## src/rtl/dbg_mem_loader_if.sv

```systemverilog
// Bundles the byte-stream input and the SoC debug write port of the program loader.
// The master side is the loader; the slave side is the byte source plus debug port.
interface dbg_mem_loader_if #(
    parameter int DATA_W = 32,
    parameter int ADR_W  = 32
);
    logic [7:0]          in_data;
    logic                in_valid;
    logic                in_ready;
    logic                dbg_mem_op;
    logic [DATA_W/8-1:0] dbg_wren;
    logic [ADR_W-1:0]    dbg_adr;
    logic [DATA_W-1:0]   dbg_do;

    modport master (
        input  in_data, in_valid,
        output in_ready, dbg_mem_op, dbg_wren, dbg_adr, dbg_do
    );

    modport slave (
        output in_data, in_valid,
        input  in_ready, dbg_mem_op, dbg_wren, dbg_adr, dbg_do
    );
endinterface

```

## src/rtl/dbg_mem_loader.sv

```systemverilog
// Debug-bus program loader: holds the CPU in reset, packs a byte stream into
// little-endian words, writes them over the debug port, then releases the CPU.
module dbg_mem_loader #(
    parameter int DATA_W      = 32,
    parameter int ADR_W       = 32,
    parameter int LEN_W       = 16,
    parameter int WR_HOLD     = 4,
    parameter int RELEASE_DLY = 2,
    parameter int BOOT_HOLD   = 1
) (
    input  logic                  clk,
    input  logic                  n_reset,
    input  logic                  start,
    input  logic [ADR_W-1:0]      base_adr,
    input  logic [LEN_W-1:0]      len_bytes,
    dbg_mem_loader_if.master      bus,
    output logic                  cpu_n_reset,
    output logic                  busy,
    output logic                  done
);
    localparam int LANES  = DATA_W / 8;
    localparam int LANE_W = (LANES > 1) ? $clog2(LANES) : 1;
    localparam int HOLD_W = (WR_HOLD > 1) ? $clog2(WR_HOLD) : 1;
    localparam int REL_W  = (RELEASE_DLY > 1) ? $clog2(RELEASE_DLY) : 1;

    localparam logic [LANE_W-1:0] LAST_LANE = LANE_W'(LANES - 1);
    localparam logic [HOLD_W-1:0] LAST_HOLD = HOLD_W'(WR_HOLD - 1);
    localparam logic [REL_W-1:0]  LAST_REL  = REL_W'(RELEASE_DLY - 1);
    localparam logic [ADR_W-1:0]  ADR_MASK  = ~ADR_W'(LANES - 1);
    localparam logic [ADR_W-1:0]  ADR_STEP  = ADR_W'(LANES);

    typedef enum logic [1:0] {IDLE, COLLECT, WRITE, RELEASE} state_t;

    state_t             state_q;
    state_t             state_d;
    logic [ADR_W-1:0]   adr_q;
    logic [LEN_W-1:0]   remaining_q;
    logic [LANE_W-1:0]  lane_q;
    logic [DATA_W-1:0]  data_q;
    logic [LANES-1:0]   wren_q;
    logic [HOLD_W-1:0]  hold_q;
    logic [REL_W-1:0]   rel_q;
    logic               cpu_n_reset_q;
    logic               done_q;

    logic start_ok;
    logic byte_ok;
    logic word_full;
    logic hold_end;
    logic rel_end;

    // A start seen on the done cycle is deliberately dropped
    assign start_ok  = (state_q == IDLE) && start && !done_q;
    assign byte_ok   = (state_q == COLLECT) && bus.in_valid;
    assign word_full = (lane_q == LAST_LANE) || (remaining_q == LEN_W'(1));
    assign hold_end  = (hold_q == LAST_HOLD);
    assign rel_end   = (rel_q == LAST_REL);

    always_ff @(posedge clk) begin
        if (!n_reset) begin
            state_q <= IDLE;
        end else begin
            state_q <= state_d;
        end
    end

    always_comb begin
        state_d = state_q;
        case (state_q)
            IDLE:    if (start_ok) state_d = (len_bytes != '0) ? COLLECT : RELEASE;
            COLLECT: if (byte_ok && word_full) state_d = WRITE;
            WRITE:   if (hold_end) state_d = (remaining_q != '0) ? COLLECT : RELEASE;
            RELEASE: if (rel_end) state_d = IDLE;
            default: state_d = IDLE;
        endcase
    end

    always_comb begin
        bus.in_ready   = 1'b0;
        bus.dbg_mem_op = 1'b0;
        bus.dbg_wren   = '0;
        busy           = (state_q != IDLE);
        case (state_q)
            COLLECT: bus.in_ready = 1'b1;
            WRITE: begin
                bus.dbg_mem_op = 1'b1;
                bus.dbg_wren   = wren_q;
            end
            default: ;
        endcase
    end

    assign bus.dbg_adr = adr_q;
    assign bus.dbg_do  = data_q;
    assign cpu_n_reset = cpu_n_reset_q;
    assign done        = done_q;

    // Packer clears at the end of each write so unwritten lanes of a short word read as zero
    always_ff @(posedge clk) begin
        if (!n_reset) begin
            adr_q         <= '0;
            remaining_q   <= '0;
            lane_q        <= '0;
            data_q        <= '0;
            wren_q        <= '0;
            hold_q        <= '0;
            rel_q         <= '0;
            cpu_n_reset_q <= (BOOT_HOLD == 0);
            done_q        <= 1'b0;
        end else begin
            done_q <= 1'b0;
            case (state_q)
                IDLE: begin
                    if (start_ok) begin
                        adr_q         <= base_adr & ADR_MASK;
                        remaining_q   <= len_bytes;
                        cpu_n_reset_q <= 1'b0;
                    end
                end
                COLLECT: begin
                    if (byte_ok) begin
                        for (int k = 0; k < LANES; k++) begin
                            if (lane_q == LANE_W'(k)) begin
                                data_q[8*k +: 8] <= bus.in_data;
                                wren_q[k]        <= 1'b1;
                            end
                        end
                        lane_q      <= lane_q + 1'b1;
                        remaining_q <= remaining_q - 1'b1;
                    end
                end
                WRITE: begin
                    if (hold_end) begin
                        hold_q <= '0;
                        adr_q  <= adr_q + ADR_STEP;
                        data_q <= '0;
                        wren_q <= '0;
                        lane_q <= '0;
                    end else begin
                        hold_q <= hold_q + 1'b1;
                    end
                end
                RELEASE: begin
                    if (rel_end) begin
                        rel_q         <= '0;
                        cpu_n_reset_q <= 1'b1;
                        done_q        <= 1'b1;
                    end else begin
                        rel_q <= rel_q + 1'b1;
                    end
                end
                default: ;
            endcase
        end
    end
endmodule
```

## src/flat_wrapper.sv

```systemverilog
// flat-port wrapper written by rule: the top's interface ports become plain ports
module dbg_mem_loader_flat 
#(
    parameter int DATA_W      = 32,
    parameter int ADR_W       = 32,
    parameter int LEN_W       = 16,
    parameter int WR_HOLD     = 4,
    parameter int RELEASE_DLY = 2,
    parameter int BOOT_HOLD   = 1
)
  (clk, n_reset, start, base_adr, len_bytes, cpu_n_reset, busy, done, bus_in_data, bus_in_valid, bus_in_ready, bus_dbg_mem_op, bus_dbg_wren, bus_dbg_adr, bus_dbg_do);
  dbg_mem_loader_if #(.DATA_W(DATA_W), .ADR_W(ADR_W)) bus_i ();
  input  logic clk;
  input  logic n_reset;
  input  logic start;
  input  logic [ADR_W-1:0] base_adr;
  input  logic [LEN_W-1:0] len_bytes;
  output logic cpu_n_reset;
  output logic busy;
  output logic done;
  input wire logic [$bits(bus_i.in_data)-1:0] bus_in_data;
  input wire logic [$bits(bus_i.in_valid)-1:0] bus_in_valid;
  output wire logic [$bits(bus_i.in_ready)-1:0] bus_in_ready;
  output wire logic [$bits(bus_i.dbg_mem_op)-1:0] bus_dbg_mem_op;
  output wire logic [$bits(bus_i.dbg_wren)-1:0] bus_dbg_wren;
  output wire logic [$bits(bus_i.dbg_adr)-1:0] bus_dbg_adr;
  output wire logic [$bits(bus_i.dbg_do)-1:0] bus_dbg_do;
  assign bus_i.in_data = bus_in_data;
  assign bus_i.in_valid = bus_in_valid;
  assign bus_in_ready = bus_i.in_ready;
  assign bus_dbg_mem_op = bus_i.dbg_mem_op;
  assign bus_dbg_wren = bus_i.dbg_wren;
  assign bus_dbg_adr = bus_i.dbg_adr;
  assign bus_dbg_do = bus_i.dbg_do;
  dbg_mem_loader #(.DATA_W(DATA_W), .ADR_W(ADR_W), .LEN_W(LEN_W), .WR_HOLD(WR_HOLD), .RELEASE_DLY(RELEASE_DLY), .BOOT_HOLD(BOOT_HOLD)) u_core (.clk(clk), .n_reset(n_reset), .start(start), .base_adr(base_adr), .len_bytes(len_bytes), .bus(bus_i), .cpu_n_reset(cpu_n_reset), .busy(busy), .done(done));
endmodule
```

## config.mk

```make
export PLATFORM = sky130hd
export DESIGN_NAME = dbg_mem_loader_flat
export DESIGN_NICKNAME = d
export VERILOG_FILES = /design/src/rtl/dbg_mem_loader_if.sv /design/src/rtl/dbg_mem_loader.sv /design/src/flat_wrapper.sv
export SDC_FILE = /design/constraint.sdc
export NUM_CORES = 1
export LEC_CHECK = 0
export CORE_AREA = 2 2 120 133
export CTS_BUF_LIST = sky130_fd_sc_hd__clkbuf_8 sky130_fd_sc_hd__clkbuf_16
export CTS_CLUSTER_DIAMETER = 100
export DETAILED_ROUTE_END_ITERATION = 7
export DIE_AREA = 0 0 122 135
export PLACE_DENSITY = 0.57
export SYNTH_ARGS = -nofsm -noshare
export SYNTH_HDL_FRONTEND = slang
export SYNTH_SLANG_ARGS = --single-unit
```

## constraint.sdc

```tcl
create_clock -name clk -period 2.9 [get_ports clk]
set_input_delay 0.29 -clock clk [delete_from_list [all_inputs] [get_ports clk]]
set_output_delay 0.29 -clock clk [all_outputs]
set_load 0.005 [all_outputs]
```

; ---- Word-level counts from Yosys, hierarchy flattened
; Cells that the tools add are included.
[totals]
regBits = 93
in_bits = 60
output_inout_bits = 73
[op_classes]
n_addsub = 5
n_eq_ne = 17
muxes = 39
reduce_logical = 25
[ops]
columns = cell, n
row1 = $mux W32, 4
row2 = $pmux W32 S2, 2
row3 = $add A32 B3 Y32 const B, 1
row4 = $mux W16, 2
row5 = $mux W8, 4
row6 = $pmux W16 S2, 1
row7 = $reduce_bool A16 Y1, 2
row8 = $reduce_and A4 Y1, 5
row9 = $mux W2, 9
row10 = $eq A16 B1 Y1 const B, 1
row11 = $sub A16 B1 Y16 const B, 1
row12 = $mux W4, 3
row13 = $reduce_and A3 Y1, 4
row14 = $eq A2 B2 Y1 const B, 5
row15 = $mux W1, 10
row16 = $ne A2 B2 Y1 const B, 5
row17 = $reduce_bool A2 Y1, 5
row18 = $ne A2 B1 Y1 const B, 4
row19 = $pmux W2 S4, 1
row20 = $pmux W4 S2, 1
row21 = $add A2 B1 Y2 const B, 2
row22 = $eq A2 B1 Y1 const B, 2
row23 = $logic_and A1 B1 Y1, 4
row24 = $logic_not A2 Y1, 2
row25 = other kinds (6), 6

; ---- Depth between registers and ports, before layout
[depth]
ltp_word = 5
depth_mapped = 9
ltp_nobuf = 6

; ---- Least setup slack after synthesis
; No wires, ideal clock.
[synth_path]
path_kind = register -> register
from = register u_core.state_q[0]
to = register u_core.adr_q[9] (netlist: u_core.bus.dbg_adr[9])
setup_ns = 0.119
arrival_time_ns = 2.172
required_ns = 2.781
setup_slack_ns = 0.609
path_stages_with_launch = 10
path_buffers = 3
cell_sequence = dfxtp_1 -> inv_1 -> ha_1 -> clkbuf_1 -> mux2i_1 -> a21o_1 -> buf_2 -> buf_1 -> a21oi_1 -> o221a_2
[synth_between]
elab_chain_cells = 5
word_cells_on_any_way = 9
cone_classes = eq/ne: 3 / mux: 1 / reduce/logical: 5
[synth_lines]
columns = element, line
row1 = from (decl), dbg_mem_loader.sv:34  ; state_t state_q;
row2 = from (signal assigned), dbg_mem_loader.sv:63  ; state_q <= state_d;
row3 = $logic_not A2 Y1, "dbg_mem_loader.sv:53, dbg_mem_loader.sv:112"
row4 = $logic_and A1 B1 Y1 (2 in series), dbg_mem_loader.sv:53  ; assign start_ok = (state_q == IDLE) && start && !done_q;
row5 = $ne A2 B1 Y1 (no line), n/a
row6 = $reduce_and A3 Y1 (no line), n/a
row7 = to (signal assigned), dbg_mem_loader.sv:115  ; adr_q <= base_adr & ADR_MASK;
row8 = to (signal assigned), dbg_mem_loader.sv:135  ; adr_q <= adr_q + ADR_STEP;
row9 = to (decl), dbg_mem_loader.sv:36  ; logic [ADR_W-1:0] adr_q;
; Parallel ways exist; a longest one is shown, timed or not.
; A chain may end at the register's enable or synchronous reset.

; ---- Worst setup path after layout
[layout_path]
from = register u_core.state_q[0]
to = output port bus_dbg_wren[0]
[layout_between]
elab_chain_cells = 2
[layout_lines]
columns = element, line
row1 = $eq A2 B2 Y1, dbg_mem_loader.sv:83  ; case (state_q)
row2 = $mux W4, dbg_mem_loader.sv:83
row3 = to (decl), flat_wrapper.sv:25  ; output wire logic [$bits(bus_i.dbg_wren)-1:0] bus_dbg_wren;
; No other way between the ends.

==> results.ini <==
[run_status]
status=complete, no violations

[layout]
regArea_um2=1820
num_antenna_cells=0
nNetsFinal=823
utilization_pct=47.0
drive_gt1_share_pct=7.81
synthToLayoutAreaGrowth_pct=36.0
multi_input_area_um2=3100
fillCellCount=1488

[worst_hold_path]
holdPathStages=2
hp-class=reg2reg
hold_path_startpoint=u_core.rel_end
min_to=u_core.rel_end

[routing]
drtAntennaViolNets=0
dr.pass1.iters=5
via_per_inst=5.78
vias=5499
drt_wl_total_um=17000
drc_errors=0
drt-initial-drc-count=391
routedWlPerCell_um=17.9

[floorplanning]
dieArea_um2=16500
rows=47
fp.dieW_um=122
fp.dieH_um=135
io_pins=133
initial_core_util_pct=34.6
core_um2=15000

[yosys]
synth_seq_area_share_pct=35.1
yosys.area.top_type=dfxtp_1
postSynthAreaPerCell_um2=8.18
yosysWarningCount=0
synth-simple-area-share_pct=24.8
synth_area_um2=5180
yosys-top-cells-area=dfxtp_1 (35%), mux2i_1 (9.5%), nor2_1 (5.0%)
ys_ff_latch=91
synth_commonest_cells=dfxtp_1 (91), nor2_1 (69), mux2i_1 (49)
synth.area.mux_share_pct=9.68
synth_adder_area_share_pct=3.14
synth_compound_area_share_pct=21.8
synth.most_common_cell=dfxtp_1
yosysUniqueCellTypes=65
netlist.area_leader.share_pct=35.1
synth_top_family_by_area=simple AND/OR/NAND/NOR gates
synth_flop_cell=dfxtp_1
netlist_instances=634
synth_edf_count=0
synthXorXnorAreaFrac_pct=0
async_reset_ff_share_pct=0

[flow_run]
drv_cap=0

[critical_path]
crit_path_end_kind=output pin
worst-path-max-fanout=30
cp.arrival_ps=2090
path_class=reg2out
rr_endpoint=u_core.bus.dbg_adr[22]
reg2reg_setup_slack_ps=620
timing.rr.start=u_core.state_q[0]
r2r_cells=7
required_ps=2610
start_kind=register

[timing]
max_slew_margin_pct=41.7
setup_viol=0
finalMaxSlewViolations=0
worst_pin_slew_ps=867
fin_crit_ps=2380
fin_tns_setup_ps=0
rsz0062_at_grt=no
fin_crit_sh_pct=82.1
fin_skew_ps=8.95
hold_viol=0
clock.fmax_mhz=420

[clock_tree]
clk_pin_slew_ps=70
post_cts_buffers=0
cts_root_buf=clkbuf_16
post_cts_resized=0
cts_buffers=9
clock_latency_ps=360
cts-htree-levels=3
cts_tree=built
clock_path_buffers=2
clock-sinks=91
ctsHoldBuffers=0

[global_route]
grt_pass1_wl_um=27300
grt_max_degree=74
antenna_found_initial=0
gr-total-overflow=0
grt_pass1_vias=5261
track_usage_pct=20.7

[power_and_ir_drop]
p_leak_nw=2.61
power_mw=6.78
peakVddDrop_v=0.000481
power_density_nw_per_um2=962

[placed_design]
dp_hpwl_um=11700
place_congestion=0.859
port_buffers=128

## cells by family after synthesis
family,count (synthesis)
simple gates,248
mux,50
other cells,1
fa+ha+maj,13
buf+inv,71
flops,91
compound gates,160
## worst max-delay path: stages, from the launching register on
cell	delay, ps
dfxtp_1	340
inv_1	140
ha_2	210
buf_4	330
and2_1	190
clkdlybuf4s50_1	520
## metrics by stage
stage / hold slack [ps] / cell area, um^2 / instances / worst slack, ps
2_1_floorplan: 440 / 5190 / 635 / 609
6_report: 495 / 7050 / 951 / 519
4_1_cts: 494 / 7050 / 951 / 495
3_3_place_gp: 466 / 6740 / 935 / 563
5_1_grt: 519 / 7050 / 951 / 403
3_5_place_dp: 483 / 6740 / 935 / 563
## placed cells by master (no fill, tap or decap), drive strengths merged, types with 14 or more instances in the layout
cell | Yosys | layout
a211oi | 18 | 18
clkdlybuf4s50 | 0 | 128
buf | 13 | 29
mux2i | 49 | 49
inv | 18 | 21
a31oi | 14 | 14
nor2 | 69 | 69
a21oi | 30 | 30
nor4 | 17 | 17
nand2 | 36 | 36
nor3 | 18 | 18
dfxtp | 91 | 91
o21ai | 19 | 19
nand3 | 20 | 20
nor2b | 16 | 16
nand4 | 23 | 23
## layer usage
metal / vias up / GRT usage (%) / share of wire, %
met5: - / 0 / 0
met4: 0 / 8.68 / 2.7
met3: 41 / 5.32 / 7.5
met2: 229 / 33.2 / 46
met1: 2615 / 26.3 / 44
li1: 2614 / - / -
## registers in the layout, summed over array words and instances, names as in the netlist
name and cells:
u_core.bus.dbg_adr 30, u_core.bus.dbg_do 32, u_core.cpu_n_reset 1, u_core.done 1, u_core.hold_q 2, u_core.lane_q 2
u_core.rel_end 1, u_core.remaining_q 16, u_core.state_q 2, u_core.wren_q 4
## layout make-up
| class | count | share of cell area [%] |
|---|---|---|
| clock inverter | 7 | 1.15 |
| tap | 196 | 3.48 |
| timing repair buffer | 157 | 21.4 |
| clock buffer | 9 | 3.19 |
| inverter | 18 | 0.958 |
| sequential | 91 | 25.8 |
| multi-input combinational | 473 | 43.9 |
## worst max path at each step
stage	start	endpoint	slack (ps)
2_1_floorplan	u_core.state_q[0]	u_core.bus.dbg_adr[9]	610
3_3_place_gp	start	u_core.bus.dbg_adr[7]	560
3_5_place_dp	start	u_core.bus.dbg_adr[20]	560
4_1_cts	u_core.state_q[0]	bus_dbg_wren[3]	500
5_1_grt	u_core.state_q[0]	bus_dbg_wren[3]	400
6_report	u_core.state_q[0]	bus_dbg_wren[0]	520
## power breakdown
group | internal [mW] | switching (mW) | leakage, nW
Combinational | 1.64 | 1.80 | 1.72
Sequential | 1.67 | 0.447 | 0.746
Clock | 0.615 | 0.604 | 0.150
Note: power is estimated with default switching activity, not from simulation.
